File: config.mk
export PLATFORM = sky130hd
export DESIGN_NAME = writeback_arbiter_flat
export DESIGN_NICKNAME = d
export VERILOG_FILES = /design/src/rtl/writeback_arbiter_if.sv /design/src/rtl/writeback_arbiter.sv /design/src/flat_wrapper.sv
export SDC_FILE = /design/constraint.sdc
export NUM_CORES = 1
export LEC_CHECK = 0
export CORE_ASPECT_RATIO = 0.8
export CORE_UTILIZATION = 40
export CTS_BUF_LIST = sky130_fd_sc_hd__clkbuf_4
export CTS_CLUSTER_SIZE = 16
export DETAILED_ROUTE_END_ITERATION = 8
export PLACE_DENSITY = 0.78
export SYNTH_ARGS = -nofsm -noshare
export SYNTH_HDL_FRONTEND = slang
export SYNTH_SLANG_ARGS = --single-unit
File: constraint.sdc
create_clock -name clk -period 4.8 [get_ports clk]
set_clock_uncertainty 0.15 [all_clocks]
set_input_delay 0.72 -clock clk [delete_from_list [all_inputs] [get_ports clk]]
set_output_delay 0.72 -clock clk [all_outputs]
set_load 0.02 [all_outputs]
File: src/rtl/writeback_arbiter_if.sv
// Writeback channel bundle: N upstream Execute X__W val/rdy channels plus the
// register-file write port and retired-op counter driven by the arbiter.
interface writeback_arbiter_if #(
  parameter int unsigned p_num_pipes = 2,
  parameter int unsigned p_data_bits = 32
);
  logic [p_num_pipes-1:0]             X_val;
  logic [p_num_pipes-1:0]             X_rdy;
  logic [5*p_num_pipes-1:0]           X_waddr;
  logic [p_data_bits*p_num_pipes-1:0] X_wdata;
  logic [p_num_pipes-1:0]             X_wen;
  logic                               rf_wen;
  logic [4:0]                         rf_waddr;
  logic [p_data_bits-1:0]             rf_wdata;
  logic [31:0]                        commit_count;

  modport master (
    output X_val, X_waddr, X_wdata, X_wen,
    input  X_rdy, rf_wen, rf_waddr, rf_wdata, commit_count
  );

  modport slave (
    input  X_val, X_waddr, X_wdata, X_wen,
    output X_rdy, rf_wen, rf_waddr, rf_wdata, commit_count
  );
endinterface

File: src/rtl/writeback_arbiter.sv
// Round-robin writeback arbiter: grants one X__W channel per cycle and drives
// the register-file write port from a registered copy of the winner.
module writeback_arbiter #(
  parameter int unsigned p_num_pipes = 2,
  parameter int unsigned p_data_bits = 32
) (
  input logic               clk,
  input logic               rst,
  writeback_arbiter_if.slave wb
);
  localparam int unsigned PtrW = (p_num_pipes > 1) ? $clog2(p_num_pipes) : 1;

  logic [PtrW-1:0]        r_ptr;
  logic                   r_rf_wen;
  logic [4:0]             r_rf_waddr;
  logic [p_data_bits-1:0] r_rf_wdata;
  logic [31:0]            r_commit_count;

  logic                   w_gnt_any;
  logic [p_num_pipes-1:0] w_gnt_oh;
  logic [PtrW-1:0]        w_ptr_nxt;
  logic [4:0]             w_sel_waddr;
  logic [p_data_bits-1:0] w_sel_wdata;
  logic                   w_sel_wen;
  logic                   w_hs;

  // Two passes give the circular order ptr..N-1 then 0..ptr-1.
  always_comb begin
    w_gnt_any   = 1'b0;
    w_gnt_oh    = '0;
    w_ptr_nxt   = r_ptr;
    w_sel_waddr = '0;
    w_sel_wdata = '0;
    w_sel_wen   = 1'b0;
    for (int i = 0; i < int'(p_num_pipes); i++) begin
      if (!w_gnt_any && wb.X_val[i] && (i >= int'(r_ptr))) begin
        w_gnt_any   = 1'b1;
        w_gnt_oh[i] = 1'b1;
        w_ptr_nxt   = (i == int'(p_num_pipes) - 1) ? '0 : PtrW'(i + 1);
        w_sel_waddr = wb.X_waddr[i*5 +: 5];
        w_sel_wdata = wb.X_wdata[i*int'(p_data_bits) +: int'(p_data_bits)];
        w_sel_wen   = wb.X_wen[i];
      end
    end
    for (int i = 0; i < int'(p_num_pipes); i++) begin
      if (!w_gnt_any && wb.X_val[i] && (i < int'(r_ptr))) begin
        w_gnt_any   = 1'b1;
        w_gnt_oh[i] = 1'b1;
        w_ptr_nxt   = (i == int'(p_num_pipes) - 1) ? '0 : PtrW'(i + 1);
        w_sel_waddr = wb.X_waddr[i*5 +: 5];
        w_sel_wdata = wb.X_wdata[i*int'(p_data_bits) +: int'(p_data_bits)];
        w_sel_wen   = wb.X_wen[i];
      end
    end
  end

  assign wb.X_rdy = rst ? '0 : w_gnt_oh;
  assign w_hs     = w_gnt_any & ~rst;

  always_ff @(posedge clk) begin
    if (rst) begin
      r_ptr          <= '0;
      r_rf_wen       <= 1'b0;
      r_rf_waddr     <= '0;
      r_rf_wdata     <= '0;
      r_commit_count <= '0;
    end else begin
      r_rf_wen <= 1'b0;
      if (w_hs) begin
        r_ptr          <= w_ptr_nxt;
        r_rf_waddr     <= w_sel_waddr;
        r_rf_wdata     <= w_sel_wdata;
        // x0 is hardwired; the op still retires and is counted.
        r_rf_wen       <= w_sel_wen & (w_sel_waddr != 5'd0);
        r_commit_count <= r_commit_count + 32'd1;
      end
    end
  end

  assign wb.rf_wen       = r_rf_wen;
  assign wb.rf_waddr     = r_rf_waddr;
  assign wb.rf_wdata     = r_rf_wdata;
  assign wb.commit_count = r_commit_count;
endmodule

File: src/flat_wrapper.sv
// flat-port wrapper written by rule: the top's interface ports become plain ports
module writeback_arbiter_flat 
#(
  parameter int unsigned p_num_pipes = 2,
  parameter int unsigned p_data_bits = 32
)
  (clk, rst, wb_X_val, wb_X_waddr, wb_X_wdata, wb_X_wen, wb_X_rdy, wb_rf_wen, wb_rf_waddr, wb_rf_wdata, wb_commit_count);
  writeback_arbiter_if #(.p_num_pipes(p_num_pipes), .p_data_bits(p_data_bits)) wb_i ();
  input logic clk;
  input logic rst;
  input wire logic [$bits(wb_i.X_val)-1:0] wb_X_val;
  input wire logic [$bits(wb_i.X_waddr)-1:0] wb_X_waddr;
  input wire logic [$bits(wb_i.X_wdata)-1:0] wb_X_wdata;
  input wire logic [$bits(wb_i.X_wen)-1:0] wb_X_wen;
  output wire logic [$bits(wb_i.X_rdy)-1:0] wb_X_rdy;
  output wire logic [$bits(wb_i.rf_wen)-1:0] wb_rf_wen;
  output wire logic [$bits(wb_i.rf_waddr)-1:0] wb_rf_waddr;
  output wire logic [$bits(wb_i.rf_wdata)-1:0] wb_rf_wdata;
  output wire logic [$bits(wb_i.commit_count)-1:0] wb_commit_count;
  assign wb_i.X_val = wb_X_val;
  assign wb_i.X_waddr = wb_X_waddr;
  assign wb_i.X_wdata = wb_X_wdata;
  assign wb_i.X_wen = wb_X_wen;
  assign wb_X_rdy = wb_i.X_rdy;
  assign wb_rf_wen = wb_i.rf_wen;
  assign wb_rf_waddr = wb_i.rf_waddr;
  assign wb_rf_wdata = wb_i.rf_wdata;
  assign wb_commit_count = wb_i.commit_count;
  writeback_arbiter #(.p_num_pipes(p_num_pipes), .p_data_bits(p_data_bits)) u_core (.clk(clk), .rst(rst), .wb(wb_i));
endmodule
==> results.md <==
- The count of buffers added on input and output ports is 151.
- The final-stage net count is 617.
- The data arrival time at the worst-slack endpoint is around 2700 ps.
- Synthesis produced a netlist with a net count of 475.
- The die is between 100 and 150 um wide.
- The minimum period implied by the final worst setup slack is 3530 ps.
- The number of antenna violations at the first check in global routing is 0.
- The number of vias per cell after detailed routing is about 5.3.
- The total area of sequential cells is 1420 sq um.
- The count of non-filler cells in the finished layout is 644.
- Clock-pin slew was measured on the worst setup and hold paths at 100 ps.
- The post-route cell area is 4780 sq um.
- In the synthesized netlist, the number of instances is approximately 390.
- After filler insertion, the fill cell instance count of the layout stands at between 600 and 700.
- On the worst path, the slowest cell contributes a delay of 620 ps.
- The residual overflow from global routing is 0.
- The master of the slowest instance on the critical path is sky130_fd_sc_hd__clkdlybuf4s50_1.
- The sequential-to-total area share from yosys stat is 0.457.
- TritonCTS built the clock tree.
- After detailed routing, the average wire length per cell comes to 14.4 um.
- Setup violations remaining at the end of the flow were counted as 0.
- After routing, the total negative slack on setup checks comes to 0 ps.
- The number of placed instances with taps included is 630.
- The final count of pins violating max slew is 0.
- The buffers inserted during post-CTS setup optimization is 0.
- The worst-margin pin slew is 726 ps.
- The mean instance size in the synthesized netlist is 7.90 sq um.
- The signal on the critical path passes through clkdlybuf4s50_1, nand2b_1, nand2_1, buf_4, nor2_1, clkdlybuf4s50_1.
- In this run the cell area measured after placement is 4680 sq um.
- STA classifies the critical path endpoint as an output port.
- The first global-routing pass estimated roughly 15 mm of wire.
- The core outline area is about 7500 sq um.
- The total clock sinks is 71.
- Buffers inserted to repair hold after CTS numbered 0.
- The kind of cell with the highest combined delay along the critical path is buffers and inverters.
- In this run the tightest slew margin relative to its limit is 0.516.
- The CTS buffer count is 9.
- Of the cells placed in the final design, the portion with a size suffix greater than 1 is 0.0482.
- The worst slack on hold paths is 324 ps.
- Gates resized during post-CTS repair numbered 0.
- The highest achievable clock rate is 0.284 GHz.
- The critical path contains buffers and inverters numbering 3 combined.
- Of the available clock period, the critical path in the final layout requires 0.734.
- No sink is reached through more buffers than the 2 on the longest clock path.
- The classification of the worst-slack hold path is reg -> reg.
- The total routing resource utilization after global routing is 0.232.
- The area of the multi-input gates is 1590 sq um.
- The predominant post-synthesis flop cell is sky130_fd_sc_hd__dfxtp_1.
- By count the netlist is led by sky130_fd_sc_hd__nor2_1 (116), sky130_fd_sc_hd__dfxtp_1 (71), sky130_fd_sc_hd__nor4_1 (35).
- The combined area of all synthesized cells is 3110 sq um.
- Dividing total power by cell area gives a power density of 251 nW/um^2.
- The share of synthesized area in the top cell type comes to 0.457.
- The count of standard-cell rows is 28.
- For the worst setup path, the data required time is ~3900 ps.
- The count of nets left with antenna violations once routing finished came out at 0.
- The count of final hold-check violations is 0.
- The later-pin clock latency in the skew report is 410 ps.
- The cell that appears most often on the critical path is sky130_fd_sc_hd__clkdlybuf4s50_1.
- The via count of the first global-routing pass came to 3,037.
- The number of antenna diodes in the final layout is 0.
- The total vias in the final route is roughly 3.4k.
- The floorplan step set the die height to 80.9 um.
- STA classifies the critical path startpoint as an input port.
- The count of maximum capacitance violations is 0.
- The I/O pin count is 152.
- The HPWL reported at the end of detailed placement is 6.68 mm.
- The effective utilization at floorplan is 0.417.
- The count of TritonRoute iterations in the first routing pass is 4.
- Of all nets on the critical path, the largest fanout is 33.
- Setup repair after global routing left no endpoint under its margin.
- The floorplan die area is 8140 sq um.
- The total power is about 1200 uW.
- The peak supply drop is 0.126 mV.
- For this run, design rule violations remaining after detail routing come to 0.
- Yosys mapped the design onto 39 distinct sky130hd cell types.
- Yosys mapped a number of flops with a built-in enable equal to 0.
- Synthesis inferred between 70 and 80 register bits.
- Routability-driven placement finished with a final weighted congestion of 0.854.
- The static leakage is 0.00171 uW.
- In the post-synthesis netlist, the cell with the most instances is sky130_fd_sc_hd__nor2_1.
- The pin count of the biggest net entering global routing is 48.
- The total number of yosys warnings is 0.
- The library cell with the largest summed area after synthesis is sky130_fd_sc_hd__dfxtp_1.
- The flow ran to the end, and the final reports show no timing, DRC or antenna violations.
- The tree is rooted in a sky130_fd_sc_hd__clkbuf_4.
- The violation count after the first detailed-routing iteration is 126.
- The H-tree was split into 3 levels.
- Counting flops with an async set or reset pin after synthesis yields a share of 0.
- The worst setup path is of the in -> out kind.
- Sorting the synthesized cells by area gives the leading types as sky130_fd_sc_hd__dfxtp_1 (46%), sky130_fd_sc_hd__nor2_1 (14%), sky130_fd_sc_hd__nor4_1 (7.0%), sky130_fd_sc_hd__a21oi_1 (3.5%), sky130_fd_sc_hd__nand2_1 (2.5%).
- Compared with the post-synthesis result, the final layout area differs by 53.5%.
- Wires add up to 9.25 mm.
==> cells by family after synthesis <==
logic type               Yosys count  share of synthesized area
XOR/XNOR                          10                     0.0281
AO/OA/AOI/OAI                     50                     0.0981
multiplexers                       5                     0.0177
buffers and inverters             26                     0.0342
flip-flops                        71                      0.457
AND/OR/NAND/NOR                  231                      0.361
adder cells (fa/ha/maj)            1                    0.00402
==> area by class of cell <==
| cell class | count | area share |
|---|---|---|
| multi-input combinational | 297 | 0.332 |
| clock buffer | 10 | 0.0157 |
| sequential | 71 | 0.297 |
| tap | 105 | 0.0275 |
| clock inverter | 4 | 0.00524 |
| timing repair buffer | 154 | 0.320 |
| inverter | 3 | 0.00236 |
==> registers in the layout, indices dropped and copies added, names as in the netlist <==
signal / cells
u_core.wb.commit_count: 32
u_core.wb.rf_wdata: 32
u_core.wb.rf_waddr: 5
u_core.r_ptr: 1
u_core.wb.rf_wen: 1
==> per-stage QoR <==
| step | util | setup slack [ps] |
|---|---|---|
| after floorplan | - | 2240 |
| after global placement | 0.627 | 1330 |
| after detailed placement | 0.627 | 1290 |
| after CTS | 0.640 | 1280 |
| after global routing | 0.640 | 1140 |
| final | 0.640 | 1270 |
==> layer usage <==
metal / vias up / wire length, um / global-route usage
li1: 1686 / - / -
met1: 1558 / 4010 / 0.281
met2: 124 / 4240 / 0.371
met3: 15 / 831 / 0.104
met4: 0 / 163 / 0.0710
met5: - / 0 / 0
==> power by group <==
part           switching [uW]  leakage (uW)  internal, uW
registers                18.1      0.000583           619
clock network             210     0.0000558           105
logic                     117       0.00107           132
total                     344       0.00171           857
==> placed cells by master, fill, tap and decap left out, types with 2 or more instances in the layout <==
cell,netlist,routed
sky130_fd_sc_hd__clkdlybuf4s50_1,0,150
sky130_fd_sc_hd__nor2_1,116,116
sky130_fd_sc_hd__dfxtp_1,71,71
sky130_fd_sc_hd__nor4_1,35,35
sky130_fd_sc_hd__a21oi_1,22,22
sky130_fd_sc_hd__nand2_1,21,21
sky130_fd_sc_hd__nand4_1,11,11
sky130_fd_sc_hd__or4_1,10,10
sky130_fd_sc_hd__clkbuf_4,0,10
sky130_fd_sc_hd__nand3_1,9,9
sky130_fd_sc_hd__o21ai_0,9,9
sky130_fd_sc_hd__o31ai_1,8,8
sky130_fd_sc_hd__or3_1,8,8
sky130_fd_sc_hd__a32oi_1,6,6
sky130_fd_sc_hd__xor2_1,6,6
sky130_fd_sc_hd__nor3_1,4,4
sky130_fd_sc_hd__mux2_2,4,4
sky130_fd_sc_hd__xnor2_1,4,4
sky130_fd_sc_hd__inv_1,3,3
sky130_fd_sc_hd__and4_1,3,3
sky130_fd_sc_hd__and3_1,3,3
sky130_fd_sc_hd__buf_4,0,3
sky130_fd_sc_hd__nand2b_1,2,2
sky130_fd_sc_hd__nor2b_1,2,2
==> worst reg2reg max path, cell delays in order (launching register included) <==
cell	delay, ps
sky130_fd_sc_hd__dfxtp_1	450
sky130_fd_sc_hd__ha_1	240
sky130_fd_sc_hd__o21ai_1	170
sky130_fd_sc_hd__or4_1	630
sky130_fd_sc_hd__nor3_1	270
sky130_fd_sc_hd__mux2_2	360
==> final timing paths <==
path | startpoint | end | slack, ps | depth (start not counted)
setup reg to reg | u_core.wb.commit_count[0] | u_core.wb.commit_count[28] | 2430 | 5
setup / recovery | wb_X_val[0] | wb_X_rdy[1] | 1270 | 6
hold reg to reg | u_core.wb.commit_count[31] | u_core.wb.commit_count[31] | 320 | 1
hold / removal | u_core.wb.commit_count[31] | u_core.wb.commit_count[31] | 320 | 1
(Power assumes the default switching activity.)
